[config.mk]
export PLATFORM = sky130hd
export DESIGN_NAME = shift_issue_stage
export DESIGN_NICKNAME = d
export VERILOG_FILES = /design/src/rtl/shift_pkg.sv /design/src/rtl/shift_precond.sv /design/src/rtl/shift_issue_stage.sv
export SDC_FILE = /design/constraint.sdc
export NUM_CORES = 1
export LEC_CHECK = 0
export CORE_MARGIN = 2
export CORE_UTILIZATION = 30
export CTS_BUF_LIST = sky130_fd_sc_hd__clkbuf_16
export DETAILED_ROUTE_END_ITERATION = 8
export PLACE_DENSITY = 0.61
export SLEW_MARGIN = 20
export SYNTH_ARGS = -nofsm -noshare
export SYNTH_HDL_FRONTEND = slang
export SYNTH_SLANG_ARGS = --single-unit
[constraint.sdc]
create_clock -name clock -period 3.3 [get_ports clock]
set_input_delay 0.66 -clock clock [delete_from_list [all_inputs] [get_ports clock]]
set_output_delay 0.66 -clock clock [all_outputs]
set_load 0.005 [all_outputs]
[src/rtl/shift_pkg.sv]
// Shared types and constants for the shift issue stage.
// Payload layout is common to both storage registers.
package shift_pkg;

  localparam int WIDTH = 32;
  localparam int SHW   = 5;
  localparam int RDW   = 5;

  localparam logic [1:0] OP_SLL  = 2'b00;
  localparam logic [1:0] OP_SRL  = 2'b01;
  localparam logic [1:0] OP_SRA  = 2'b10;
  localparam logic [1:0] OP_PASS = 2'b11;

  typedef struct packed {
    logic [WIDTH-1:0] operand;
    logic [SHW-1:0]   shamt;
    logic             reverse;
    logic             invert;
    logic [RDW-1:0]   rd;
  } payload_t;

  function automatic logic [WIDTH-1:0] bitrev(
    input logic [WIDTH-1:0] v
  );
    logic [WIDTH-1:0] r;
    for (int i = 0; i < WIDTH; i++) begin
      r[i] = v[WIDTH-1-i];
    end
    return r;
  endfunction

endpackage

[src/rtl/shift_precond.sv]
// Maps SLL/SRL/SRA/PASS onto a left-only shifter by
// preconditioning the operand and flagging post-processing.
module shift_precond
  import shift_pkg::*;
(
  input  logic [1:0]       op,
  input  logic [WIDTH-1:0] operand,
  input  logic [SHW-1:0]   shamt_imm,
  input  logic [WIDTH-1:0] shamt_reg,
  input  logic             use_reg,
  input  logic [RDW-1:0]   rd,
  output payload_t         payload
);

  logic unused_hi;
  assign unused_hi = ^shamt_reg[WIDTH-1:SHW];

  always_comb begin
    payload         = '0;
    payload.rd      = rd;
    payload.operand = operand;
    payload.shamt   = use_reg ? shamt_reg[SHW-1:0]
                              : shamt_imm;
    unique case (op)
      OP_SLL: begin
      end
      OP_SRL: begin
        payload.operand = bitrev(operand);
        payload.reverse = 1'b1;
      end
      OP_SRA: begin
        // Negative: shift in ones by working on ~x.
        if (operand[WIDTH-1]) begin
          payload.operand = bitrev(~operand);
          payload.invert  = 1'b1;
        end else begin
          payload.operand = bitrev(operand);
        end
        payload.reverse = 1'b1;
      end
      OP_PASS: begin
        payload.shamt = '0;
      end
      default: begin
      end
    endcase
  end

endmodule

[src/rtl/shift_issue_stage.sv]
// Decode/execute boundary for the left barrel shifter.
// Main register plus one skid slot; in_ready is a flop.
module shift_issue_stage #(
  parameter int WIDTH = shift_pkg::WIDTH,
  parameter int SHW   = shift_pkg::SHW,
  parameter int RDW   = shift_pkg::RDW
) (
  input  logic             clock,
  input  logic             reset,
  input  logic             in_valid,
  output logic             in_ready,
  input  logic [1:0]       in_op,
  input  logic [WIDTH-1:0] in_operand,
  input  logic [SHW-1:0]   in_shamt_imm,
  input  logic [WIDTH-1:0] in_shamt_reg,
  input  logic             in_use_reg,
  input  logic [RDW-1:0]   in_rd,
  input  logic             flush,
  output logic             out_valid,
  input  logic             out_ready,
  output logic [WIDTH-1:0] out_operand,
  output logic [SHW-1:0]   out_shamt,
  output logic             out_reverse,
  output logic             out_invert,
  output logic [RDW-1:0]   out_rd
);

  import shift_pkg::payload_t;

  payload_t pl;
  payload_t main_q;
  payload_t skid_q;
  logic     main_v;
  logic     skid_v;
  logic     acc;
  logic     drain;

  shift_precond u_precond (
    .op        (in_op),
    .operand   (in_operand),
    .shamt_imm (in_shamt_imm),
    .shamt_reg (in_shamt_reg),
    .use_reg   (in_use_reg),
    .rd        (in_rd),
    .payload   (pl)
  );

  assign in_ready = ~skid_v;
  assign acc      = in_valid & in_ready & ~flush;
  assign drain    = main_v & out_ready;

  always_ff @(posedge clock or posedge reset) begin
    if (reset) begin
      main_v <= 1'b0;
      skid_v <= 1'b0;
      main_q <= '0;
      skid_q <= '0;
    end else if (flush) begin
      main_v <= 1'b0;
      skid_v <= 1'b0;
    end else if (drain || !main_v) begin
      // Skid is older than anything arriving now.
      if (skid_v) begin
        main_q <= skid_q;
        main_v <= 1'b1;
        skid_v <= 1'b0;
      end else if (acc) begin
        main_q <= pl;
        main_v <= 1'b1;
      end else begin
        main_v <= 1'b0;
      end
    end else if (acc) begin
      skid_q <= pl;
      skid_v <= 1'b1;
    end
  end

  assign out_valid   = main_v;
  assign out_operand = main_q.operand;
  assign out_shamt   = main_q.shamt;
  assign out_reverse = main_q.reverse;
  assign out_invert  = main_q.invert;
  assign out_rd      = main_q.rd;

endmodule

==> results of run 1 <==
==> worst min-delay path, stage by stage (launching register included) <==
cell	delay, ns
dfrtp_1	0.34
nand2_1	0.05
o31ai_1	0.05
==> state kept, by name (all words and copies together), names as in the netlist <==
register     cells
out_invert       1
out_operand     32
out_rd           5
out_reverse      1
out_shamt        5
out_valid        1
skid_q          44
skid_v           1
==> worst paths after layout <==
kind / startpoint / endpoint / cells after the start
max: in_op[0] / out_operand[17] / 8
min: skid_q[11] / skid_q[11] / 2
max reg2reg: skid_v / out_operand[23] / 5
min reg2reg: skid_q[11] / skid_q[11] / 2
max in group asynchronous: reset / skid_q[28] / 3
min in group asynchronous: reset / out_rd[0] / 2
==> power by group through the flow <==
stage / Sequential (mW) / Clock [mW] / Combinational, mW
floorplan: 1.46 / 0 / 0.423
global placement: 1.46 / 0 / 0.768
detailed placement: 1.48 / 0 / 0.786
CTS: 1.46 / 0.941 / 0.788
global route: 1.48 / 0.986 / 0.863
finish: 1.45 / 0.903 / 0.775
==> cell usage after synthesis (3+ instances only) <==
library cell and n:
a21oi_1 10, buf_2 15, buf_4 5, clkbuf_1 16, dfrtp_1 90, ha_1 3, inv_1 7, mux2_2 32
mux2i_1 39, nand2_1 88, nand3_1 3, nand3b_1 28, nor3_1 7, o211ai_1 31, o21ai_0 6, o21ai_1 41
o31a_1 4, o31ai_1 5, xnor2_1 28
==> metal layers <==
metal | global-route usage, % | part of all wire [%] | up-vias
met5 | 0 | 0 | -
met4 | 4.693 | 1.2 | 0
li1 | - | - | 1820
met1 | 18.93 | 50 | 1740
met3 | 2.687 | 4.0 | 12
met2 | 20.76 | 44 | 74
==> logic make-up (layout without fill, tap and decap cells) <==
family / count (synthesis) / count (layout) / share of synthesized area (%)
xor+xnor: 28 / 28 / 5.115
simple gates: 135 / 135 / 13.62
buf+inv: 47 / 134 / 4.854
mux: 73 / 73 / 16.13
compound gates: 98 / 98 / 12.53
fa+ha+maj: 3 / 3 / 0.7830
flops: 90 / 90 / 46.97
==> cells in the final DEF (no fill, tap or decap), drive strengths merged <==
master,instances
inv,9
buf,11
ha,3
mux2,34
o211ai,31
o21ai,47
mux2i,39
nor3,7
nand3,4
nor2,4
nand2b,2
xnor2,28
clkinv,6
o31ai,5
nor2b,1
or3,1
o31a,4
nand3b,28
clkdlybuf4s50,99
nand2,88
dfrtp,90
a21oi,10
o32a,1
clkbuf,9
==> layout make-up <==
class | count | area [um2]
fill | 1613 | 9565
tap | 216 | 270.3
sequential | 90 | 2252
clock buffer | 9 | 225.2
multi-input combinational | 337 | 2312
clock inverter | 7 | 28.78
timing repair buffer | 110 | 1084
inverter | 8 | 32.53
==> impl.org, run 1 <==
** Status
- Outcome :: completed

** Timing
- Between clock sinks in the finished design, the worst skew comes to 0.002950 ns.
- Worst-case setup margin in the final layout :: 0.8594 ns
- The final critical path takes up around 74% of the cycle.
- RSZ-0062 raised after global routing :: false
- Final slew viol count :: 0
- Minimum clock period after layout :: 2.441 ns
- For the pin with the worst max-slew slack, the measured transition is between 0.9 and 1 ns.
- Setup violations remaining at the end of the flow were counted as 0.
- Rel. slew slack :: approximately two fifths
- Hold Fails Final Rpt :: 0
- After routing, the total negative slack on setup checks comes to 0 ns.
- Highest clock frequency the design can meet :: 0.4097 GHz
- Final-layout worst hold slack :: around 0.48 ns

** Global routing
- Pin count of the biggest net entering global routing :: 86
- The first global-routing pass estimated between 15000 and 20000 um of wire.
- Total global routing track utilization :: 13.45%
- Summed over all layers, the global routing overflow is 0.
- The number of antenna violations at the first check in global routing was 0.
- The number of global-route vias before repair is 3529.

** Finish
- Nets :: around 640
- Final core utilization :: 39.34%
- Cells with a size suffix above 1 make up 10.87% of the layout.
- Final non-filler cell area :: 6205 um2
- Area growth from synthesis to layout :: 29.41%
- Leaving out filler cells and counting taps, the final layout contains approximately 780.
- 0 antenna diodes ended up in the layout.

** Pwr
- IR Drop Worst-Case VDD :: 264.8 uV
- Dividing total power by cell area gives a power density of slightly above 500 nW/um2.
- The internal power of the cells totals 2.279 mW.
- PnR Total Power :: 3.133 mW
- In this run the power spent charging and discharging nets is 0.8535 mW.
- In this run switching power makes up 27.25% of total power.
- Sequential cells burn between 40% and 50% of the power.
- Of the total power, combinational logic draws approximately 25%.
- The clock network burns between 20% and 30% of the power.
- In this run the static leakage power is 2.716 nW.

** Placed design
- The congestion estimate from routability-driven global placement came to 0.7286.
- Number of port buffers :: 100
- Detailed placement ended at an HPWL of 7564 um.
- Summing all placed instances gives a cell area of slightly below 6000 um2.
- The number of placed instances, taps included, is ~760.
- Prior to clock tree synthesis, the placed netlist has a worst setup slack of 0.5154 ns.

** Yosys
- Sequential area share after synthesis :: 46.97%
- Counting flops with an async set or reset pin after synthesis yields a share of 100.0%.
- Top post-synthesis cells by area :: dfrtp_1 (47%), mux2i_1 (8.1%), mux2_2 (7.5%)
- Number of distinct library cells after synthesis :: 30
- After synthesis, the mean cell area works out to slightly above 10 um2.
- Most area-hungry cell type in the Yosys netlist :: dfrtp_1
- Yosys warns :: 0
- In this run the biggest area consumer among cell types represents 46.97% of the synthesized area.
- #FFs+latches synth :: 90
- Total nets after synthesis :: 559
- The cell count after synthesis came out at 474.
- Counting flops with a built-in enable in the synthesized netlist gives 0.
- Main flop type after synthesis :: dfrtp_1
- The cell area that synthesis handed to floorplanning was roughly 4800 um2.

** Floorplan
- Core Rows :: 46
- Floorplan core area :: 15770 um2
- Vertical die dimension :: 130.4 um
- 128 I/O pins were placed.
- Once the floorplan was initialized, standard cells occupied 30.40% of the core.
- The floorplan step defined a die boundary enclosing 17010 um2.
- Horizontal extent of the die :: 130.4 um

** Drt
- In the routed layout, each cell is associated on average with a via count of 4.692.
- Detailed Routing Iterations Pass 1 :: 5
- Detailed routing inserted a total of 3646 vias.
- Mean routed wirelength per cell :: 14.31 um
- The detailed router finished its first iteration with just over 80 violations.
- The detail route stage leaves a number of antenna-violating nets equal to 0.
- The final layout contains routed wiring with a total length of 11120 um.
- For this run, design rule violations remaining after detail routing come to 0.

** Critical path
- In this design, the largest share of critical-path delay is due to buffers and inverters.
- The worst setup path is captured at a register.
- Data on the critical path arrives at its endpoint at 2.62 ns.
- Crit start category :: input pin
- Data required time at the worst endpoint :: 3.48 ns
- Largest fanout on the critical path :: 68
- Together, buffers and inverters on the worst path number 3.
- Delay of the slowest cell on the worst path :: 0.52 ns
- R2R Setup Slk :: 1.41 ns
- WS Path Type :: input pin to register
- Sequence of cells on the critical path :: clkdlybuf4s50_1, inv_1, ha_2, buf_4, nand3b_1, o211ai_1, mux2i_1, o21ai_1
- Master of the slowest instance on the critical path :: clkdlybuf4s50_1

** Clock tree
- CTS H-tree lvls :: 3
- TritonCTS built the clock tree.
- In this run the post-CTS setup repair buffer count came out at 0.
- Total of cells resized after clock tree synthesis :: 0
- The tree is rooted in a clkbuf_16.
- Clk sinks :: 90
- After clock tree synthesis, the clock-pin slew on the worst setup and hold paths is around 0.06 ns.
- At the later pin of the worst-skew pair, clock insertion delay measures 0.33 ns.
- The number of clock buffers added by TritonCTS is 9.
- Hold-fix buffers at CTS :: 0
- Clock buffer depth :: 2

** Worst hold path
- In this run the worst hold path is classified as register to register.

** Job
- Count of max-cap constraint violations :: 0
(Power assumes the default switching activity.)
==> run 2: changes to the inputs <==
==> constraint.sdc (replaced) <==
create_clock -name clock -period 2.56 [get_ports clock]
set_input_delay 0.512 -clock clock [delete_from_list [all_inputs] [get_ports clock]]
set_output_delay 0.512 -clock clock [all_outputs]
set_load 0.005 [all_outputs]
==> run 2 against run 1 <==
Final area up 2.6%. Count of clock-buffer cells in the layout unchanged. Via count up 1.2%. Register-to-register slack worse by 0.55 ns. Die area unchanged. Largest power group unchanged. Global-route usage up 0.073 points. Clock power up 66%. Non-clock buffer count up 4. Worst hold slack worse by 0.0042 ns. Highest routed layer unchanged. Clock skew up 0.0018 ns.
==> impl.org, run 2 (same netlist as run 1, synthesis figures left out) <==
** Finish
- Register with the most flip-flops :: skid_q
- After routing the design area is 6364 um2.
- Antenna diode count :: 0
- From synthesis to final layout, the design area changed by 32.72%.
- Flip-flop count of the largest register, all copies and words added :: between 40 and 50
- The net count of the finished layout is 645.
- Layout cells sized above 1 :: between 10% and 20%
- The library cell used most frequently in the layout, excluding fill and tap cells, is clkdlybuf4s50_1.
- Once layout is complete, the cells apart from fillers number 780.
- In the layout the commonest cells are clkdlybuf4s50_1 (99), dfrtp_1 (90), nand2_1 (88).

** Floorplan
- In this run the core area contains 46 standard-cell rows.
- From bottom edge to top edge, the die measures 130.4 um.
- During I/O placement, the number of pins put on the boundary was 128.
- Horizontal extent of the die :: 130.4 um
- The initial utilization of the core area, before any placement, comes to 30.40%.
- The floorplan step defined a die boundary enclosing about 17000 um2.
- Floorplan core area :: 15770 um2

** Global routing
- Number of global-route vias before repair :: 3572
- Pin count of the biggest net entering global routing :: 86
- First-pass GRT wire length :: approximately 18000 um
- For this run the aggregate overflow at the end of global routing stands at 0.
- The number of antenna violations at the first check in global routing came to 0.
- Total global routing track utilization :: 13.52%

** Critical path
- Grouping stages by cell kind, the critical path spends the most delay in buffers and inverters.
- Critical Path Sink Type :: register
- WS Path Type :: input pin to register
- Crit start category :: input pin
- Largest fanout on the critical path :: 28
- At the worst endpoint, the required time is 2.82 ns.
- The worst register-to-register path ends at out_operand[18].
- R2R Setup Slk :: 0.86 ns
- Buf+Inv Stages, Crit Path :: 3
- Crit path arrival time :: 2.30 ns
- Worst r2r src :: out_valid
- The largest single stage delay on the critical path is 0.52 ns.
- Sequence of cells on the critical path :: clkdlybuf4s50_1, inv_1, ha_2, nand2b_1, buf_12, o211ai_1, mux2i_1, o21ai_1
- Worst-case reg-to-reg path depth :: 4
- On the critical path, the stage with the largest delay is an instance of clkdlybuf4s50_1.

** Timing
- Highest clock frequency the design can meet :: between 0.4 and 0.5 GHz
- RSZ-0062 raised after global routing :: false
- Minimum clock period after layout :: 2.041 ns
- Clock skew :: 0.004750 ns
- Setup-failing EPs final :: 0
- Hold Fails Final Rpt :: 0
- Final slew viol count :: 0
- Rel. slew slack :: 44.11%
- At the pin with the least slew margin, the transition time is between 0.8 and 0.9 ns.
- After layout, the worst path uses about 80% of the clock period.
- Post-route setup TNS :: 0 ns

** Drt
- The first detailed-routing pass took 4 iterations.
- After detailed routing, the number of vias per cell comes to approximately 4.7.
- The detailed router placed 3689 vias in this run.
- In this run, the number of DRC markers left after iteration 0 of detailed routing was 179.
- After detailed routing, the average wire length per cell comes to 14.29 um.
- Antenna viol nets, final :: 0
- In the routed design, unresolved DRC markers number 0.
- Final wirelength :: 11150 um

** Pwr
- IR Drop Worst-Case VDD :: 312.4 uV
- Areal power density over the cells :: 689.2 nW/um2
- The analysis attributes to cell leakage a power of 2.774 nW.

** Placed design
- Number of port buffers :: 100
- DP HPWL :: 7834 um
- The placed instances occupy a cell area of 6032 um2.
- Placer congestion estimate :: 0.7060
- After detailed placement, the design holds a cell count of 765.

** Worst hold path
- The path class of the tightest hold or removal check is input pin to async pin.

** Clock tree
- The root buffer cell chosen for the clock tree is clkbuf_16.
- After clock tree synthesis, the clock-pin slew on the worst setup and hold paths is 0.06 ns.
- TritonCTS clock tree :: yes
- Clk sinks :: 90
- In this run the post-CTS setup repair buffer count came out at 0.
- Total of cells resized after clock tree synthesis :: 0
- The clock passes through at most 2 buffers.
- The number of clock buffers added by TritonCTS is 9.
- Hold-fix buffers at CTS :: 0
- CTS built an H-tree with a depth of 3.
- Later-pin clock latency in the skew report :: 0.34 ns

** Job
- The tool flagged a number of max-cap violations equal to 0.

** Status
- The flow ran to the end, and the final reports show no timing, DRC or antenna violations.
==> run 2: worst max-delay path by stage <==
| stage | cells after the start | end | from | slack (ns) |
|---|---|---|---|---|
| floorplan | 7 | skid_q[16] | in_op[0] | 0.75 |
| global placement | 8 | out_operand[12] | in_op[0] | 0.18 |
| detailed placement | 8 | out_operand[16] | in_op[0] | 0.15 |
| global route | 8 | out_operand[16] | in_op[0] | 0.38 |
| CTS | 8 | out_operand[16] | in_op[0] | 0.51 |
| finish | 8 | out_operand[18] | in_op[0] | 0.52 |
==> run 2: stage by stage <==
step / utilization [%] / power [mW] / hold slack (ns) / setup WS, ns
after global placement: 38.25 / 2.892 / 0.4602 / 0.1795
after floorplan: - / 2.427 / 0.4488 / 0.7545
after detailed placement: 38.25 / 2.932 / 0.4677 / 0.1484
after global routing: 40.35 / 4.663 / 0.4963 / 0.3829
final: 40.35 / 4.386 / 0.4777 / 0.5191
after CTS: 40.35 / 4.451 / 0.4729 / 0.5091
==> run 2: area by class of cell <==
type | count | area [um2]
clock buffer | 9 | 225.2
tap | 216 | 270.3
timing repair buffer | 114 | 1164
inverter | 8 | 33.78
clock inverter | 6 | 106.4
sequential | 90 | 2252
multi-input combinational | 337 | 2312
fill | 1549 | 9407
==> run 2: metal layers <==
metal	global-route usage [%]	part of all wire [%]	wire length, um	vias up
li1	-	-	-	1824
met1	17.91	49	5447	1764
met2	21.87	45	4980	91
met3	3.624	5.2	580	10
met4	3.942	1.2	138	0
met5	0	0	0	-
==> run 2: where the power goes <==
part           switching, mW  internal (mW)  total (mW)
logic                  0.423          0.593        1.02
registers              0.149           1.72        1.87
clock network          0.553          0.943        1.50
